$ cat src/rtl/vga_pkg.sv
// vga_pkg: shared definitions for the VGA timing blocks.
//   - 640x480@60 timing constants (pixel ticks / lines)
//   - sync polarity constants
//   - width_of(): bits needed to hold 0..n-1 (never less than 1)
package vga_pkg;

  localparam bit ACTIVE_LOW  = 1'b0;
  localparam bit ACTIVE_HIGH = 1'b1;

  localparam int VGA_CLK_DIV  = 2;
  localparam int VGA_H_SYNC   = 96;
  localparam int VGA_H_BP     = 48;
  localparam int VGA_H_ACTIVE = 640;
  localparam int VGA_H_FP     = 16;
  localparam int VGA_V_SYNC   = 2;
  localparam int VGA_V_BP     = 29;
  localparam int VGA_V_ACTIVE = 480;
  localparam int VGA_V_FP     = 10;
  localparam int VGA_PIX_W    = 8;

  // Counter width for a range of n values; a 1-value range still needs a
  // real signal, hence the floor of one bit.
  function automatic int width_of(input int n);
    if (n <= 2) return 1;
    return $clog2(n);
  endfunction

endpackage

$ cat src/rtl/vga_pix_tick.sv
// vga_pix_tick: pixel-clock enable generator.
//   clk    in  system clock
//   rst_n  in  asynchronous active-low reset
//   en     in  run enable; low clears the divider
//   tick   out high for one clk every CLK_DIV clks (every clk when CLK_DIV=1)
module vga_pix_tick
  import vga_pkg::*;
#(
  parameter int CLK_DIV = VGA_CLK_DIV
) (
  input  logic clk,
  input  logic rst_n,
  input  logic en,
  output logic tick
);

  localparam int              DW       = width_of(CLK_DIV);
  localparam logic [DW-1:0]   DIV_LAST = DW'(CLK_DIV - 1);

  logic [DW-1:0] div;

  always_ff @(posedge clk or negedge rst_n) begin
    if (!rst_n) begin
      div <= '0;
    end else if (!en) begin
      div <= '0;
    end else if (div == DIV_LAST) begin
      div <= '0;
    end else begin
      div <= div + DW'(1);
    end
  end

  // Gated by en so a stale divider value can never produce a tick while idle.
  assign tick = en && (div == DIV_LAST);

endmodule

$ cat src/rtl/vga_timing_gen.sv
// vga_timing_gen: parametrised VGA raster timing generator.
//   clk          in  system clock
//   rst_n        in  asynchronous active-low reset
//   en           in  run enable; low idles the generator (synchronous clear)
//   pixel_in     in  colour for the coordinate requested on the previous tick
//   pix_req      out (x, y) is in the active area; pixel_in wanted next tick
//   x, y         out active-area coordinate of the current request
//   o_pixel      out blanked colour to the DAC
//   hs, vs, de   out registered syncs and data enable
//   frame_start  out one-clk strobe when (0,0) reaches the output stage
//   line_start   out one-clk strobe when column 0 reaches the output stage
//
// Pixel handshake: pix_req/x/y are combinational from the counter stage and
// hold for a full pixel tick. There is no back-pressure: whenever pix_req is
// high, the source must present pixel_in for (x, y) before the next tick,
// where it is captured into o_pixel together with de.
module vga_timing_gen
  import vga_pkg::*;
#(
  parameter int CLK_DIV  = VGA_CLK_DIV,
  parameter int H_SYNC   = VGA_H_SYNC,
  parameter int H_BP     = VGA_H_BP,
  parameter int H_ACTIVE = VGA_H_ACTIVE,
  parameter int H_FP     = VGA_H_FP,
  parameter int V_SYNC   = VGA_V_SYNC,
  parameter int V_BP     = VGA_V_BP,
  parameter int V_ACTIVE = VGA_V_ACTIVE,
  parameter int V_FP     = VGA_V_FP,
  parameter bit HS_POL   = ACTIVE_LOW,
  parameter bit VS_POL   = ACTIVE_LOW,
  parameter int PIX_W    = VGA_PIX_W
) (
  input  logic                          clk,
  input  logic                          rst_n,
  input  logic                          en,
  input  logic [PIX_W-1:0]              pixel_in,
  output logic                          pix_req,
  output logic [width_of(H_ACTIVE)-1:0] x,
  output logic [width_of(V_ACTIVE)-1:0] y,
  output logic [PIX_W-1:0]              o_pixel,
  output logic                          hs,
  output logic                          vs,
  output logic                          de,
  output logic                          frame_start,
  output logic                          line_start
);

  localparam int H_TOTAL = H_SYNC + H_BP + H_ACTIVE + H_FP;
  localparam int V_TOTAL = V_SYNC + V_BP + V_ACTIVE + V_FP;
  localparam int HW      = width_of(H_TOTAL);
  localparam int VW      = width_of(V_TOTAL);
  localparam int XW      = width_of(H_ACTIVE);
  localparam int YW      = width_of(V_ACTIVE);

  // Region boundaries. With every region non-empty, *_END < *_TOTAL, so
  // all of these fit in the counter width.
  localparam logic [HW-1:0] H_LAST  = HW'(H_TOTAL - 1);
  localparam logic [HW-1:0] H_SYNCE = HW'(H_SYNC);
  localparam logic [HW-1:0] H_START = HW'(H_SYNC + H_BP);
  localparam logic [HW-1:0] H_END   = HW'(H_SYNC + H_BP + H_ACTIVE);
  localparam logic [VW-1:0] V_LAST  = VW'(V_TOTAL - 1);
  localparam logic [VW-1:0] V_SYNCE = VW'(V_SYNC);
  localparam logic [VW-1:0] V_START = VW'(V_SYNC + V_BP);
  localparam logic [VW-1:0] V_END   = VW'(V_SYNC + V_BP + V_ACTIVE);

  localparam bit PARAMS_OK = (CLK_DIV > 0) && (H_SYNC > 0) && (H_BP > 0) &&
                             (H_ACTIVE > 0) && (H_FP > 0) && (V_SYNC > 0) &&
                             (V_BP > 0) && (V_ACTIVE > 0) && (V_FP > 0) &&
                             (PIX_W > 0);

  param_ok_a: assert property (@(posedge clk) PARAMS_OK)
    else $error("vga_timing_gen: every timing parameter must be > 0");

  logic tick;

  vga_pix_tick #(
    .CLK_DIV (CLK_DIV)
  ) u_pix_tick (
    .clk   (clk),
    .rst_n (rst_n),
    .en    (en),
    .tick  (tick)
  );

  // ---------------- stage 0: raster counters ----------------
  logic [HW-1:0] hcnt;
  logic [VW-1:0] vcnt;

  always_ff @(posedge clk or negedge rst_n) begin
    if (!rst_n) begin
      hcnt <= '0;
      vcnt <= '0;
    end else if (!en) begin
      hcnt <= '0;
      vcnt <= '0;
    end else if (tick) begin
      if (hcnt == H_LAST) begin
        hcnt <= '0;
        vcnt <= (vcnt == V_LAST) ? '0 : vcnt + VW'(1);
      end else begin
        hcnt <= hcnt + HW'(1);
      end
    end
  end

  logic h_act;
  logic v_act;

  // Half-open active windows: column/line *_END is already porch.
  assign h_act   = (hcnt >= H_START) && (hcnt < H_END);
  assign v_act   = (vcnt >= V_START) && (vcnt < V_END);
  assign pix_req = h_act && v_act;
  assign x       = h_act ? XW'(hcnt - H_START) : '0;
  assign y       = v_act ? YW'(vcnt - V_START) : '0;

  // ---------------- stage 1: registered outputs ----------------
  logic hs_next;
  logic vs_next;

  assign hs_next = (hcnt < H_SYNCE) ? HS_POL : !HS_POL;
  assign vs_next = (vcnt < V_SYNCE) ? VS_POL : !VS_POL;

  always_ff @(posedge clk or negedge rst_n) begin
    if (!rst_n) begin
      hs          <= !HS_POL;
      vs          <= !VS_POL;
      de          <= 1'b0;
      o_pixel     <= '0;
      frame_start <= 1'b0;
      line_start  <= 1'b0;
    end else if (!en) begin
      hs          <= !HS_POL;
      vs          <= !VS_POL;
      de          <= 1'b0;
      o_pixel     <= '0;
      frame_start <= 1'b0;
      line_start  <= 1'b0;
    end else begin
      // Strobes last exactly one clk even when a tick spans CLK_DIV clks.
      frame_start <= 1'b0;
      line_start  <= 1'b0;
      if (tick) begin
        hs          <= hs_next;
        vs          <= vs_next;
        de          <= pix_req;
        o_pixel     <= pix_req ? pixel_in : '0;
        line_start  <= (hcnt == '0);
        frame_start <= (hcnt == '0) && (vcnt == '0);
      end
    end
  end

endmodule

$ cat config.mk
export PLATFORM = sky130hd
export DESIGN_NAME = vga_timing_gen
export DESIGN_NICKNAME = d
export VERILOG_FILES = /design/src/rtl/vga_pkg.sv /design/src/rtl/vga_pix_tick.sv /design/src/rtl/vga_timing_gen.sv
export SDC_FILE = /design/constraint.sdc
export NUM_CORES = 1
export LEC_CHECK = 0
export ABC_AREA = 1
export CORE_MARGIN = 4
export CORE_UTILIZATION = 32
export DETAILED_ROUTE_END_ITERATION = 16
export PLACE_DENSITY = 0.64
export SYNTH_ARGS = -nofsm -noshare
export SYNTH_HDL_FRONTEND = slang
export SYNTH_SLANG_ARGS = --single-unit
$ cat constraint.sdc
create_clock -name clk -period 4.1 [get_ports clk]
set_input_delay 0.41 -clock clk [delete_from_list [all_inputs] [get_ports clk]]
set_output_delay 0.41 -clock clk [all_outputs]
set_load 0.02 [all_outputs]
After elaboration in Yosys (flattened, before gate mapping). Index checks and enable logic that the tools add are counted. Widths: inputs -> output; s select.

Add/sub/neg operators: 5. Magnitude comparators: 6. Equal/unequal tests: 4. Mux-type cells: 26. Reduce and logical (&&, ||, !) cells: 8.

Operators with widths (number): $mux 10 (8); $mux 8 (3); $add 10x1->10 const B (2); $eq 10x10->1 const B (2); $logic_not 10->1 (2); $mux 1 (14); $ge 10x5->1 const B (1); $ge 10x8->1 const B (1); $lt 10x10->1 const B (1); $lt 10x2->1 const B (1); $lt 10x7->1 const B (1); $lt 10x9->1 const B (1); $sub 10x8->10 const B (1); $mux 9 (1); $sub 9x5->9 const B (1); $logic_and 1x1->1 (5); $ne 2x1->1 const B (2); $reduce_and 2->1 (1); $add 1x1->1 const B (1).

Bits in registers: 34. Bits of input ports: 11. Output and inout port bits: 33. Logic and storage cells: 58.

Longest topological paths before layout.
Word-level depth: 6. Gate-level depth with buffers: 10.

Hierarchy. Synthesis repeated with hierarchy kept, for this count alone.

Cells, all modules: 287. Area total of the unflattened synthesis: 2189.6 µm².

Modules (own cells, without submodules): vga_timing_gen (instances 1, cells each 282, area an instance 2147.1 µm²); vga_pix_tick (instances 1, cells each 5, area an instance 42.5 µm²).

Worst setup path before layout. No wires, ideal clock.

Kind: reg-to-output. From: register hcnt[4]. To: output port x[7]. Arrival: 1.765 ns. Required time: 3.690 ns. Path slack: 1.925 ns. Stages on the path, launching flop included: 10. Buffers on the path: 0. Path through: dfrtp_1 > inv_1 > ha_1 > nand2_1 > nand2_1 > nand2_1 > nor2_1 > nor2_2 > inv_2 > nor3b_1.

Longest elaborated chain between the ends: 3. Elaborated cells on any way between the ends: 5. Classes of those cells: add/sub: 1; order compare: 2; mux: 1; reduce/logical: 1.

RTL lines: start: declaration (line vga_timing_gen.sv:86) `logic [HW-1:0] hcnt;`; start signal: assignment (line vga_timing_gen.sv:101) `hcnt <= hcnt + HW'(1);`; $ge 10x8->1 / $lt 10x10->1 (equally long branches) (line vga_timing_gen.sv:110) `assign h_act = (hcnt >= H_START) && (hcnt < H_END);`; $logic_and 1x1->1 (line vga_timing_gen.sv:110); $mux 10 (*) (line vga_timing_gen.sv:113) `assign x = h_act ? XW'(hcnt - H_START) : '0;`; end: declaration (line vga_timing_gen.sv:38) `output logic [width_of(H_ACTIVE)-1:0] x,`.

Every way passes the cells marked *; elsewhere a longest branch is shown, timed or not.

Worst setup path in the final report. Same ends and word-level chain as after synthesis.

==> results.yml <==
status:
  status: "completed"
hold_path:
  min_from: "o_pixel[6]"
  holdPathStages: 2
  hold_class: "register to register"
  hold_end: "o_pixel[6]"
placement:
  gp_congestion: 0.834
  portBuffers: 43
  placed_cell_area_um2: 2580
  dp_cells: 394
  place_hpwl_um: 3930
synth:
  synth_area_per_cell_um2: 7.48
  synth_cells: 280
  synth_mux_area_share_pct: 0
  yosys_warnings: 0
  syn_nets: 299
  synth_top_family_by_area: "simple AND/OR/NAND/NOR gates"
  synth.distinct_cells: 30
  netlist_area_um2: 2090
  synth_compound_area_share_pct: 8.00
  ys_ff_latch: 34
  synthXorXnorAreaFrac_pct: 2.93
  synthAdderAreaFrac_pct: 4.78
  yosysSeqAreaShare_pct: 40.7
  synthSimpleGateAreaFrac_pct: 34.6
clock_network:
  insertion_delay_ns: 0.29
  cts_resized: 0
  tritoncts: "done"
  cts_root_buf: "clkbuf_8"
  cts.clk_slew.worst_paths_ns: 0.07
  post_cts_buffers: 0
  numCtsBuffers: 5
  hold_buffers: 0
  cts.sink_count: 34
  clk_path_buf_depth: 2
  h-tree-depth: 2
floorplan:
  die_y_um: 88.9
  core_um2: 6350
  ioPinCount: 44
  fp.dieW_um: 88.9
  rows: 29
  initial_core_util_pct: 33.0
  dieArea_um2: 7900
cells_and_area:
  drive_gt1_share_pct: 8.31
  final_area_um2: 2690
  antenna_cells: 0
  syn_to_final_growth_pct: 28.6
  nNetsFinal: 343
  fin_cells: 402
power_and_ir_drop:
  peakVddDrop_mv: 0.144
  power_density_nw_per_um2: 280
  p_leak_nw: 1.26
  power_w: 0.000754
sta:
  relSlewSlack_pct: 34.5
  skew_ns: 0.00600
  tightest_slew_ns: 0.980
  tns_ns: 0
  rsz0062_at_grt: "false"
  fmax_mhz: 304
  finalCritPeriodShare_pct: 80.2
  hold_viol_final: 0
  slew_viol_final: 0
  min_period_ns: 3.29
  finalSetupViolations: 0
detailed_routing:
  drt_iter0_markers: 95
  dr.pass1.iters: 4
  drc_errors: 0
  totalWireLength_um: 5180
  drt.antenna.violating_nets: 0
  routedWlPerCell_um: 12.9
  via_per_inst: 4.87
  via_count: 1956
global_route:
  antenna_found_initial: 0
  grt_pass1_vias: 1945
  grtUsageTotal_pct: 14.7
  grt_pass1_wl_um: 9080
  grt_max_degree: 23
  grt-ovfl-total: 0
setup_path:
  endpoint_kind: "output pin"
  reg2reg_slack_ns: 2.24
  critPathArrivalTime_ns: 2.88
  criticalPathCategory: "register to output pin"
  rr_startpoint: "hcnt[4]"
  cp_max_fo: 13
  r2r_end: "o_pixel[4]"
  critPathLaunchType: "register"
  cp.required_ns: 3.69
  worst_r2r_path_depth: 9
job:
  drv_cap: 0
## state kept, by name, indices dropped and copies added (netlist names)
signal          count
vs                  1
hcnt               10
frame_start         1
line_start          1
vcnt               10
hs                  1
u_pix_tick.div      1
o_pixel             8
de                  1
## synthesized netlist by cell type (all sizes together)
| library cell | instances | share of area (%) |
|---|---|---|
| nand2 | 67 | 12 |
| or2 | 1 | 0.30 |
| nand4 | 14 | 4.9 |
| a21oi | 10 | 2.4 |
| clkbuf | 1 | 0.18 |
| dfrtp | 32 | 38 |
| nor3b | 1 | 0.36 |
| nor4 | 1 | 0.30 |
| nand3b | 1 | 0.36 |
| inv | 35 | 6.3 |
| dfstp | 2 | 2.5 |
| xor2 | 7 | 2.9 |
| a31oi | 2 | 0.60 |
| o21ai | 17 | 4.6 |
| nand3 | 19 | 4.8 |
| buf | 7 | 2.5 |
| nor3 | 10 | 2.4 |
| a41oi | 1 | 0.42 |
| nor2 | 44 | 9.0 |
| ha | 8 | 4.8 |
## area by class of cell
class | count | area, um2
clock inverters | 3 | 45.0
multi-input cells | 203 | 1050
fillers | 672 | 3660
clock buffers | 5 | 68.8
inverters | 35 | 131
well taps | 77 | 96.3
flip-flops and latches | 34 | 853
repair buffers | 45 | 445
## routing by layer
layer	part of all wire (%)	vias to the layer above	routed length, um	GRT usage (%)
met4	1.3	0	68	4.53
met3	5.6	6	288	3.69
li1	-	995	-	-
met2	46	47	2400	22.4
met1	47	908	2420	20.6
met5	0	-	0	0
## metrics by stage
step                worst slack (ns)  util (%)  hold slack [ns]
finish                         0.810      42.4            0.486
global route                   0.501      42.4            0.506
CTS                            0.805      42.4            0.491
detailed placement              1.13      40.6            0.471
global placement                1.21      40.6            0.473
floorplan                       1.93         -            0.114
## power by group
part           switching (W)  internal (W)
clock               0.000128      0.000181
combinational      0.0000551     0.0000326
sequential        0.00000816      0.000349
## cell usage in the layout (no fill, tap or decap)
| master | instances |
|---|---|
| nand3_2 | 1 |
| nand4_1 | 13 |
| clkinvlp_4 | 2 |
| clkdlybuf4s50_1 | 43 |
| dfrtp_1 | 32 |
| nand4_4 | 1 |
| a41oi_1 | 1 |
| clkbuf_8 | 5 |
| buf_4 | 2 |
| dfstp_2 | 2 |
| a21oi_1 | 10 |
| o21ai_4 | 1 |
| xor2_1 | 7 |
| nor3b_1 | 1 |
| nor2_1 | 39 |
| o21ai_0 | 15 |
| nand3_1 | 18 |
| nor2_4 | 2 |
| bufinv_16 | 1 |
| or2_2 | 1 |
| nand3b_1 | 1 |
| o21ai_1 | 1 |
| nor3_1 | 10 |
| a31oi_1 | 2 |
| inv_1 | 31 |
| nor4_1 | 1 |
| ha_1 | 8 |
| inv_2 | 4 |
| nand2_2 | 2 |
| nor2_2 | 3 |
| nand2_1 | 65 |
## critical path, cell delays in order, from the launching register on
cell,delay (ns)
dfrtp_1,0.48
inv_1,0.13
ha_1,0.24
nand2_1,0.09
nand2_1,0.07
nand2_1,0.07
nor2_1,0.05
nor2_2,0.40
inv_2,0.19
nor3b_1,0.23
clkdlybuf4s50_1,0.63
## worst max path at each step
stage | to | cells after the start | from | slack [ns]
after floorplan | x[7] | 9 | hcnt[4] | 1.93
after global placement | x[7] | 10 | hcnt[4] | 1.21
after detailed placement | x[7] | 10 | hcnt[4] | 1.13
after CTS | x[7] | 10 | hcnt[4] | 0.80
after global routing | x[7] | 10 | hcnt[4] | 0.50
final | x[7] | 10 | hcnt[4] | 0.81
## logic make-up after synthesis
kind of cell	Yosys count
AND/OR/NAND/NOR	158
AO/OA/AOI/OAI	30
buffers and inverters	43
XOR/XNOR	7
flip-flops	34
adder cells (fa/ha/maj)	8
(Power assumes the default switching activity.)
